`src/rtl/mesh_pkg.sv`:
```
// Mesh-wide types and constants shared by the router stages.
// Defines the Packet layout, the largest legal port count and the port-index map.
package Mesh;

   localparam int MAX_PORTS = 8;

   localparam int PORT_N     = 0;
   localparam int PORT_E     = 1;
   localparam int PORT_S     = 2;
   localparam int PORT_W     = 3;
   localparam int PORT_LOCAL = 4;

   typedef struct packed {
      logic [2:0]  dst_x;
      logic [2:0]  dst_y;
      logic [2:0]  src_port;
      logic [22:0] payload;
   } Packet;

endpackage : Mesh

```
`src/rtl/router_output_if.sv`:
```
// Bundle between the input stages, the output stage and the outgoing link.
// master = the router_output instance, slave = its surrounding environment.
interface router_output_if
   import Mesh::*;
#(
   parameter int NUM_INPUTS = 5
);

   logic [NUM_INPUTS-1:0] req;
   Packet                 packet_in [NUM_INPUTS];
   logic [NUM_INPUTS-1:0] grant;
   Packet                 packet_out;
   logic                  valid;
   logic                  ready;

   modport master (
      input  req, packet_in, ready,
      output grant, packet_out, valid
   );

   modport slave (
      output req, packet_in, ready,
      input  grant, packet_out, valid
   );

endinterface : router_output_if

```
`src/rtl/router_output_rr_arbiter.sv`:
```
// Combinational round-robin arbiter: first set req bit after last_i, wrapping modulo N.
// The priority pointer is owned by the caller.
module rr_arbiter #(
   parameter int N     = 5,
   parameter int IDX_W = $clog2(N)
) (
   input  logic [N-1:0]     req_i,
   input  logic             enable_i,
   input  logic [IDX_W-1:0] last_i,
   output logic [N-1:0]     gnt_o,
   output logic [IDX_W-1:0] winner_o
);

   logic             found;
   logic [IDX_W-1:0] idx;

   always_comb begin
      // NOTE: every output of a combinational block gets a default first, or a latch is inferred.
      gnt_o    = '0;
      winner_o = '0;
      found    = 1'b0;
      idx      = '0;
      for (int k = 1; k <= N; k++) begin
         idx = IDX_W'((int'(last_i) + k) % N);
         if (enable_i && !found && req_i[idx]) begin
            found       = 1'b1;
            gnt_o[idx]  = 1'b1;
            winner_o    = idx;
         end
      end
   end

endmodule : rr_arbiter

```
`src/rtl/router_output.sv`:
```
// Router output port: round-robin pick among NUM_INPUTS requesters into a one-entry link register.
// Define ROUTER_OUTPUT_STATS_EN to add saturating pkt_count / stall_count outputs.
module router_output
   import Mesh::*;
#(
   parameter int NUM_INPUTS = 5,
   parameter int CNT_W      = 16
) (
   input  logic               clk,
   input  logic               rst_n,
   router_output_if.master    bus
`ifdef ROUTER_OUTPUT_STATS_EN
   ,
   output logic [CNT_W-1:0]   pkt_count,
   output logic [CNT_W-1:0]   stall_count
`endif
);

   localparam int IDX_W = $clog2(NUM_INPUTS);

   // valid is the buffer state bit itself.
   localparam logic [0:0] ST_EMPTY = 1'b0;
   localparam logic [0:0] ST_FULL  = 1'b1;

   if (NUM_INPUTS < 2 || NUM_INPUTS > MAX_PORTS || CNT_W < 1) begin : g_param_check
      $error("router_output: NUM_INPUTS must be 2..%0d and CNT_W >= 1", MAX_PORTS);
   end

   logic [0:0]            state_q, state_d;
   Packet                 packet_q, packet_d;
   logic [IDX_W-1:0]      last_q, last_d;
   logic [IDX_W-1:0]      winner;
   logic [NUM_INPUTS-1:0] gnt;
   logic                  can_accept;
   logic                  arb_en;
   logic                  any_grant;

   // Gating with rst_n keeps grant low for the whole reset, not just after the first edge.
   assign can_accept = (state_q == ST_EMPTY) || bus.ready;
   assign arb_en     = can_accept && rst_n;

   rr_arbiter #(
      .N     (NUM_INPUTS),
      .IDX_W (IDX_W)
   ) u_arb (
      .req_i    (bus.req),
      .enable_i (arb_en),
      .last_i   (last_q),
      .gnt_o    (gnt),
      .winner_o (winner)
   );

   assign any_grant = |gnt;

   always_comb begin
      state_d  = state_q;
      packet_d = packet_q;
      last_d   = last_q;
      if (any_grant) begin
         state_d  = ST_FULL;
         packet_d = bus.packet_in[winner];
         last_d   = winner;
      end else if (state_q == ST_FULL && bus.ready) begin
         state_d  = ST_EMPTY;
      end
   end

   always_ff @(posedge clk or negedge rst_n) begin
      if (!rst_n) begin
         // NOTE: packet_q is a single datapath register, not a memory, so it is cleared to keep packet_out at 0 in reset.
         state_q  <= ST_EMPTY;
         packet_q <= '0;
         last_q   <= IDX_W'(NUM_INPUTS - 1);
      end else begin
         // NOTE: sequential state uses non-blocking assignments so every register samples pre-edge values.
         state_q  <= state_d;
         packet_q <= packet_d;
         last_q   <= last_d;
      end
   end

   assign bus.grant      = gnt;
   assign bus.packet_out = packet_q;
   assign bus.valid      = (state_q == ST_FULL);

`ifdef ROUTER_OUTPUT_STATS_EN
   logic [CNT_W-1:0] pkt_count_q;
   logic [CNT_W-1:0] stall_count_q;
   logic             stalled;

   assign stalled = (state_q == ST_FULL) && !bus.ready;

   always_ff @(posedge clk or negedge rst_n) begin
      if (!rst_n) begin
         pkt_count_q   <= '0;
         stall_count_q <= '0;
      end else begin
         if (any_grant && (pkt_count_q != '1)) begin
            pkt_count_q <= pkt_count_q + CNT_W'(1);
         end
         if (stalled && (stall_count_q != '1)) begin
            stall_count_q <= stall_count_q + CNT_W'(1);
         end
      end
   end

   assign pkt_count   = pkt_count_q;
   assign stall_count = stall_count_q;
`endif

endmodule : router_output

```
`src/flat_wrapper.sv`:
```
// flat-port wrapper written by rule: the top's interface ports become plain ports
module router_output_flat import Mesh::*;
#(
   parameter int NUM_INPUTS = 5,
   parameter int CNT_W      = 16
)
  (clk, rst_n, bus_req, bus_packet_in, bus_ready, bus_grant, bus_packet_out, bus_valid);
  router_output_if #(.NUM_INPUTS(NUM_INPUTS)) bus_i ();
  input  logic clk;
  input  logic rst_n;
  input wire logic [$bits(bus_i.req)-1:0] bus_req;
  input wire logic [$bits(bus_i.packet_in)-1:0] bus_packet_in;
  input wire logic [$bits(bus_i.ready)-1:0] bus_ready;
  output wire logic [$bits(bus_i.grant)-1:0] bus_grant;
  output wire logic [$bits(bus_i.packet_out)-1:0] bus_packet_out;
  output wire logic [$bits(bus_i.valid)-1:0] bus_valid;
  assign bus_i.req = bus_req;
  assign bus_i.packet_in = {>>{bus_packet_in}};
  assign bus_i.ready = bus_ready;
  assign bus_grant = bus_i.grant;
  assign bus_packet_out = bus_i.packet_out;
  assign bus_valid = bus_i.valid;
  router_output #(.NUM_INPUTS(NUM_INPUTS), .CNT_W(CNT_W)) u_core (.clk(clk), .rst_n(rst_n), .bus(bus_i));
endmodule
```
`config.mk`:
```
export PLATFORM = sky130hd
export DESIGN_NAME = router_output_flat
export DESIGN_NICKNAME = d
export VERILOG_FILES = /design/src/rtl/mesh_pkg.sv /design/src/rtl/router_output_if.sv /design/src/rtl/router_output_rr_arbiter.sv /design/src/rtl/router_output.sv /design/src/flat_wrapper.sv
export SDC_FILE = /design/constraint.sdc
export NUM_CORES = 1
export LEC_CHECK = 0
export CORE_ASPECT_RATIO = 0.6
export CORE_MARGIN = 4
export CORE_UTILIZATION = 38
export CTS_CLUSTER_SIZE = 28
export DETAILED_ROUTE_END_ITERATION = 6
export GPL_TIMING_DRIVEN = 1
export PLACE_DENSITY = 0.69
export SKIP_CTS_REPAIR_TIMING = 1
export SYNTH_ARGS = -nofsm -noshare
export SYNTH_HDL_FRONTEND = slang
export SYNTH_SLANG_ARGS = --single-unit
export TNS_END_PERCENT = 10
```
`constraint.sdc`:
```
create_clock -name clk -period 7.5 [get_ports clk]
set_input_delay 1.125 -clock clk [delete_from_list [all_inputs] [get_ports clk]]
set_output_delay 1.125 -clock clk [all_outputs]
set_load 0.01 [all_outputs]
```
# Word level (Yosys, flattened, before mapping)
# Cells that the tools add are included.
dict set report classes {
  add_sub_neg 5
  multipliers 0
  n_div 5
  n_lt_le_gt_ge 11
  eq_ne 0
  shift 0
  n_mux 39
  bitwise_logic 6
  reduce_logical 23
}
# op count
set ops {}
lappend ops {{modulo 32 x 4 -> 32 bit (second input constant)} 5}
lappend ops {{binary-select mux 32 bit (select 3 bit)} 1}
lappend ops {{2-to-1 mux 32 bit} 2}
lappend ops {{2-to-1 mux 5 bit} 5}
lappend ops {{less-than comparator 3 x 4 -> 1 bit (second input constant)} 5}
lappend ops {{bitwise OR 5 bit} 4}
lappend ops {{logical AND 1 bit} 16}
lappend ops {{2-to-1 mux 1 bit} 16}
lappend ops {{binary-select mux 1 bit (select 3 bit)} 5}
lappend ops {{demux 1 bit (select 3 bit)} 5}
lappend ops {{greater-or-equal comparator 3 x 1 -> 1 bit (second input constant)} 5}
lappend ops {{2-to-1 mux 3 bit} 5}
lappend ops {{adder 3 x 2 -> 4 bit (second input constant)} 2}
lappend ops {{adder 3 x 3 -> 4 bit (second input constant)} 2}
lappend ops {{OR reduction 5 bit} 1}
lappend ops {{adder 3 x 1 -> 4 bit (second input constant)} 1}
lappend ops {{greater-or-equal comparator 4 bit (second input constant)} 1}
lappend ops {{logical NOT 1 bit} 4}
lappend ops {{inverter 3 -> 4 bit} 1}
lappend ops {{nonzero test 2 bit} 1}
lappend ops {{logical OR 1 bit} 1}
lappend ops {{inverter 1 bit} 1}
dict set report word_totals {
  regBits 36
  latch_bits 0
  ramBits 0
  mem_bits_ro 0
  input_bits 168
  output_inout_bits 38
  word_cells 95
  mem_count 0
}

# Longest topological paths before layout
# Gate-level depths: netlist of the first run.
dict set report logic_depth {
  depth_word 26
  ltp_mapped 25
  mapped_depth_nobuf 19
}

# By module
# From an unflattened synthesis of the first run, not the netlist that was laid out.
dict set report unflattened {
  cells_unflattened 499
  area_unflattened_um2 4556.9
}
# module instances cells_per_inst area_per_inst_um2 seq_area_each_um2
set modules_own_cells {}
lappend modules_own_cells {router_output 1 201 2406.1 902.1}
lappend modules_own_cells {rr_arbiter 1 298 2150.8 0.0}

# Least setup slack after synthesis of the first run
# No wires, ideal clock.
dict set report synth_path {
  path_type {reg-to-output}
  from {register u_core.last_q[0]}
  to {output port bus_grant[0]}
  t_arrival_ps 5237
  t_required_ps 6375
  slack_ps 1138
  stages_incl_launch_ff 23
  path_buffers 5
  path_cell_list {dfrtp_1 buf_2 buf_2 clkinv_1 ha_1 buf_6 xnor2_1 inv_1 ha_1 nor2_1 a21oi_1 xnor2_1 ha_1 nor2b_1 a311oi_1 o31a_2 xnor2_4 mux2i_1 o211ai_1 or3_1 buf_2 clkbuf_1 o21ai_0}
}
dict set report synth_between {
  elab_chain_len 22
  word_cells_on_any_way 71
  classes_between {5 x add/sub; 5 x div; 10 x order compare; 29 x mux; 4 x bitwise; 18 x reduce/logical}
}
# item line
set synth_rtl {}
lappend synth_rtl {{start, declared} router_output.sv:31} ;# logic [IDX_W-1:0] last_q, last_d;
lappend synth_rtl {{start signal, assigned} router_output.sv:73} ;# last_q <= IDX_W'(NUM_INPUTS - 1);
lappend synth_rtl {{start signal, assigned} router_output.sv:78} ;# last_q <= last_d;
lappend synth_rtl {{parallel branches: the longest is 21 deep, another holds modulo 32 x 4 -> 32 bit} -}
lappend synth_rtl {{2-to-1 mux 5 bit (*)} router_output_rr_arbiter.sv:25} ;# if (enable_i && !found && req_i[idx]) begin
lappend synth_rtl {{end, declared} flat_wrapper.sv:14} ;# output wire logic [$bits(bus_i.grant)-1:0] bus_grant;
# Every way passes the cells marked *. The select of a mux whose other input is x is not followed.

# Worst setup path in the final report of the first run
dict set report layout_path {
  from {register u_core.last_q[0]}
  to {output port bus_grant[4]}
}
# The elaborated chain is that of the path after synthesis.

==> results of run 1 <==
[through the flow]
stage	instance area [sq um]	std cells	worst slack [ns]	hold WS, ns	utilization
after floorplan	5311	714	1.138	0.5326	-
after global placement	7425	1055	0.7181	0.5586	0.5433
after global routing	7599	1063	0.1066	0.6122	0.5560
after CTS	7589	1063	0.1761	0.5785	0.5553
final	7599	1063	0.4547	0.5712	0.5560
after detailed placement	7425	1055	0.4980	0.5659	0.5433
[worst max-delay path, cell delays in order, from the launching register on]
cell and delay [ns]:
dfrtp_2 0.54, ha_1 0.41, xnor2_4 0.34, inv_4 0.11, ha_1 0.21, nor2_1 0.13, a21oi_1 0.10, xnor2_1 0.42
inv_1 0.23, ha_1 0.24, nand2b_1 0.18, nor3b_1 0.18, a211oi_2 0.57, a31oi_1 0.24, a2111oi_1 0.73, o2111a_1 0.27
or3_2 0.14, clkdlybuf4s50_1 0.58
[area by class of cell]
| type | count | area share |
|---|---|---|
| Timing Repair Buffer | 218 | 0.2822 |
| Inverter | 20 | 0.01021 |
| Tap cell | 192 | 0.03162 |
| Sequential cell | 36 | 0.1189 |
| Clock inverter | 2 | 0.004611 |
| Multi-Input combinational cell | 589 | 0.5355 |
| Clock buffer | 6 | 0.01696 |
[cell families (layout without fill, tap and decap cells)]
family,count (synthesis),after routing,share of synthesized area
AO/OA/AOI/OAI,257,257,0.3463
XOR/XNOR,11,11,0.02521
adder cells (fa/ha/maj),26,26,0.06125
buffers and inverters,89,246,0.07138
flip-flops,36,36,0.1698
multiplexers,17,17,0.04005
AND/OR/NAND/NOR,278,278,0.2860
[power by group]
group	leakage, nW	internal [mW]	switching [mW]
registers	0.440	0.328	0.0770
logic	2.52	1.52	2.28
clock network	0.0808	0.156	0.0845
[how the worst max path moves through the flow]
stage	startpoint	end	slack, ns	depth (start not counted)
floorplan	u_core.last_q[0]	bus_grant[0]	1.14	22
global placement	u_core.last_q[0]	bus_grant[4]	0.72	17
detailed placement	u_core.last_q[0]	bus_grant[1]	0.50	19
CTS	u_core.last_q[0]	bus_grant[1]	0.18	19
global route	u_core.last_q[0]	bus_grant[0]	0.11	19
finish	u_core.last_q[0]	bus_grant[4]	0.45	17
[metal layers]
metal,vias up,global-route usage
met5,-,0
met4,0,0.03767
met3,17,0.08654
met2,317,0.3611
met1,3016,0.3570
li1,3025,-
[state kept, by name, indices dropped and copies added (netlist names)]
name and count:
u_core.bus.packet_out 32, u_core.bus.valid 1, u_core.last_q 3
[cell usage after synthesis (4+ instances only)]
library cell	number
mux2i_1	10
a21oi_1	15
o2111ai_2	11
and3b_1	4
mux2_2	4
nand3_1	10
xnor2_1	8
o2111ai_1	10
nor4_1	7
a211oi_1	8
o22ai_1	33
or4_1	15
inv_1	18
o21ai_0	63
dfrtp_1	35
nand4_1	20
or2_2	4
nor2_1	25
a211o_1	4
nor3_1	11
or3_1	6
and3_1	68
o211ai_1	5
buf_6	4
buf_2	6
a21boi_0	68
ha_1	26
nand2_1	77
nand2b_1	7
clkbuf_1	56
nor2b_1	9
a31oi_1	4
o21a_1	4
==> results.cfg, run 1 <==
[yosys]
syn-mean-instance-area_sq_um = 7.439
ys_ff_latch = 36
synth.largest_area_cell = dfrtp_1
synth_cell_types = 75
syn_inst = 714
synth_edf_count = 0
yosysSeqAreaShare = 0.1698
synth.area.top_cells = dfrtp_1, a21boi_0, and3_1
yosys_warnings = 0
ys_async_sr_fraction = 1.000
syn_nets = 908
synth_area_sq_um = 5311
synth_top_area_frac = 0.1649
synth_top_flop_cell = dfrtp_1

[power_and_ir_drop]
leakagePower_nw = 3.044
vdd_drop_max_mv = 0.2818
power_density_nw_per_um2 = 585.0
power_mw = 4.446

[setup_path]
required_ns = 6.38
crit_path_max_fanout = 19
worstRegToRegCells = 19
worstSetupPathType = reg2out
cp-start-kind = register
r2r-end = u_core.bus.packet_out[20]
regToRegSetupSlack_ns = 0.75
cp.arrival_ns = 5.92
critPathCaptureType = output pin
timing.rr.start = u_core.last_q[0]

[sta]
drv_slew = 0
skew_ns = 0.005039
setup_viol = 0
slew_headroom = 0.3221
grt_setup_unrepaired = no
finalCritPeriodShare = 0.9394
fmax_ghz = 0.1419
fin_crit_ns = 7.045
finalHoldViolCount = 0
tightest_slew_ns = 1.017
finalSetupTns_ns = 0

[layout]
regArea_sq_um = 903.4
final_cell_mix = clkdlybuf4s50_1, nand2_1, a21boi_0, and3_1, o21ai_0
num-fill-cells = 1251
final_nets = 1064
drive_above_1_share = 0.06659
final_common_cell = clkdlybuf4s50_1
multi_input_area_sq_um = 4069
diodes = 0
syn2layout_area_growth_pct = 43.06

[clock_tree]
cts_root_buffer = clkbuf_16
cts_buffer_depth = 2
clk_pin_slew_ns = 0.06
cts_tree = done
clock-sinks = 36
clkLatencyLatePin_ns = 0.29
htreeDepth = 2
numCtsBuffers = 5

[global_routing]
grt_pass1_wl_microns = 31990
grt_antenna_before_repair = 0
track_usage = 0.2471
grt_pass1_vias = 5869
grt_overflow_total = 0
grt_max_degree = 130

[job]
drv_cap = 0

[placement]
io_buffers = 205
place.detailed.hpwl_microns = 15980
gp_congestion = 0.9574

[hold_path]
whs_path_depth = 2
min_to = u_core.bus.packet_out[30]
hp-class = reg2reg
hp-start = u_core.bus.packet_out[30]

[floorplan]
io_pins = 206
initial_core_util = 0.3886
core_sq_um = 13670
row_count = 33
design.die.area_sq_um = 15990
die_h_microns = 99.58
die_x_microns = 160.6

[route]
m1WireLength_microns = 9604
wl_per_cell_microns = 19.96
drt_wl_total_microns = 21220
vias_per_cell = 5.997
top_layer = met4
dr.first_iter.drc_count = 502
wl_met2_microns = 9026
wl_met3_microns = 2364
drt_first_pass_iters = 5
vias = 6375
drc_errors = 0
ant_nets = 0

[outcome]
outcome = complete, no violations
Power figures use the tool's default switching activity.
==> run 2, diff against run 1 <==
Settings changed: GPL_TIMING_DRIVEN 1 to default.
Clock period 7.5 ns to 8 ns, I/O delays scaled along.
==> results.cfg, run 2 (synthesis results as in run 1) <==
[outcome]
outcome = complete, no violations

[floorplan]
design.die.area_sq_um = 15990
io_pins = 206
core_sq_um = 13670
initial_core_util = 0.3886
die_h_microns = 99.58
row_count = 33
die_x_microns = 160.6

[setup_path]
timing.rr.start = u_core.last_q[1]
cp-start-kind = register
required_ns = 6.80
worstSetupPathType = reg2out
cp_top_family = buffers and inverters
critPathCaptureType = output pin
slowest_stage = dfrtp_1
crit_path_max_incr_delay_ns = 0.67
crit_chain = inv_1 -> ha_1 -> xnor2_1 -> inv_1 -> ha_1 -> nor2_1 -> a21oi_1 -> xnor2_1 -> ha_1 -> nor2b_1 -> a311oi_1 -> o31a_2 -> xnor2_4 -> mux2i_1 -> o211ai_1 -> or3_1 -> buf_4 -> o21ai_0 -> clkdlybuf4s50_1
path_buf_inv = 4
cp.arrival_ns = 6.28
critPathLaunch = u_core.last_q[1]
cpMostUsedCell = ha_1
crit_path_max_fanout = 18

[global_routing]
grt_antenna_before_repair = 0
grt_overflow_total = 0
grt_pass1_vias = 5874
grt_max_degree = 130
grt_pass1_wl_microns = 32110
track_usage = 0.2450

[layout]
final_common_cell = clkdlybuf4s50_1
drive_above_1_share = 0.06221
multi_input_area_sq_um = 4060
num-fill-cells = 1227
syn2layout_area_growth_pct = 42.17
final_cell_mix = clkdlybuf4s50_1, nand2_1, a21boi_0, and3_1, o21ai_0
final_nets = 1061
diodes = 0
regArea_sq_um = 902.1
largest_reg_flops = 32

[placement]
io_buffers = 205
place.detailed.hpwl_microns = 15420
gp_congestion = 0.9740

[clock_tree]
cts_buffer_depth = 2
clk_pin_slew_ns = 0.06
cts_root_buffer = clkbuf_16
clkLatencyLatePin_ns = 0.28
clock-sinks = 36
numCtsBuffers = 5
cts_tree = done
htreeDepth = 2

[route]
drc_errors = 0
vias = 6260
drt_wl_total_microns = 20630
wl_per_cell_microns = 19.46
dr.first_iter.drc_count = 575
drt_first_pass_iters = 6
ant_nets = 0
vias_per_cell = 5.906

[power_and_ir_drop]
leakagePower_nw = 3.023
power_density_nw_per_um2 = 540.2
vdd_drop_max_mv = 0.2544
power_mw = 4.079

[sta]
tightest_slew_ns = 1.000
finalCritPeriodShare = 0.9351
drv_slew = 0
finalSetupTns_ns = 0
finalHoldViolCount = 0
skew_ns = 0.006158
holdWs_ns = 0.5674
setup_viol = 0
fmax_ghz = 0.1337
fin_crit_ns = 7.481
grt_setup_unrepaired = no
slew_headroom = 0.3141

[job]
drv_cap = 0

[hold_path]
hp-start = u_core.bus.packet_out[19]
hp-class = reg2reg
==> run 2: changes by cell type in the layout (fill, tap and decap cells not counted), sizes merged <==
| cell | delta |
|---|---|
| clkinv | +1 |
| buf | -3 |
| bufinv | -1 |
==> run 2: stage by stage <==
step                worst slack, ns    util  instances  instance area (sq um)
global route                 0.1004  0.5525       1060                   7551
floorplan                     1.563       -        714                   5311
detailed placement           0.9018  0.5416       1052                   7402
CTS                          0.6063  0.5525       1060                   7551
global placement              1.198  0.5416       1052                   7402
finish                       0.5189  0.5525       1060                   7551
==> run 2: cell type report <==
type                            instances  share of cell area
Inverter                               20             0.01027
Clock inverter                          2            0.001326
Timing Repair Buffer                  215              0.2810
Clock buffer                            6             0.01839
Sequential cell                        36              0.1195
Tap cell                              192             0.03181
Multi-Input combinational cell        589              0.5377
==> run 2: worst paths after layout <==
check	to	slack (ns)	cells after the start
max	bus_grant[0]	0.52	19
min	u_core.bus.packet_out[19]	0.57	2
max reg2reg	u_core.last_q[0]	0.80	16
min reg2reg	u_core.bus.packet_out[19]	0.57	2
max in group asynchronous	u_core.last_q[2]	6.55	2
min in group asynchronous	u_core.bus.packet_out[10]	1.08	2
==> run 2: power by group <==
| part | leakage [nW] | switching, mW | internal (mW) | total [mW] |
|---|---|---|---|---|
| sequential | 0.441 | 0.0667 | 0.307 | 0.373 |
| clock | 0.0766 | 0.0814 | 0.123 | 0.204 |
| combinational | 2.51 | 2.09 | 1.41 | 3.50 |
| total | 3.02 | 2.24 | 1.84 | 4.08 |
==> run 2: tightest hold or removal path: stages (launching register included) <==
cell and delay (ns):
dfrtp_1 0.37, nand2_1 0.06, o2111ai_1 0.09
==> run 2: per-layer routing <==
metal	part of all wire	routed length, microns	track usage	vias up
met1	0.47	9764	0.3628	2936
met5	0	0	0	-
li1	-	-	-	3028
met3	0.088	1811	0.06004	20
met4	0.010	215	0.03701	0
met2	0.43	8836	0.3669	276
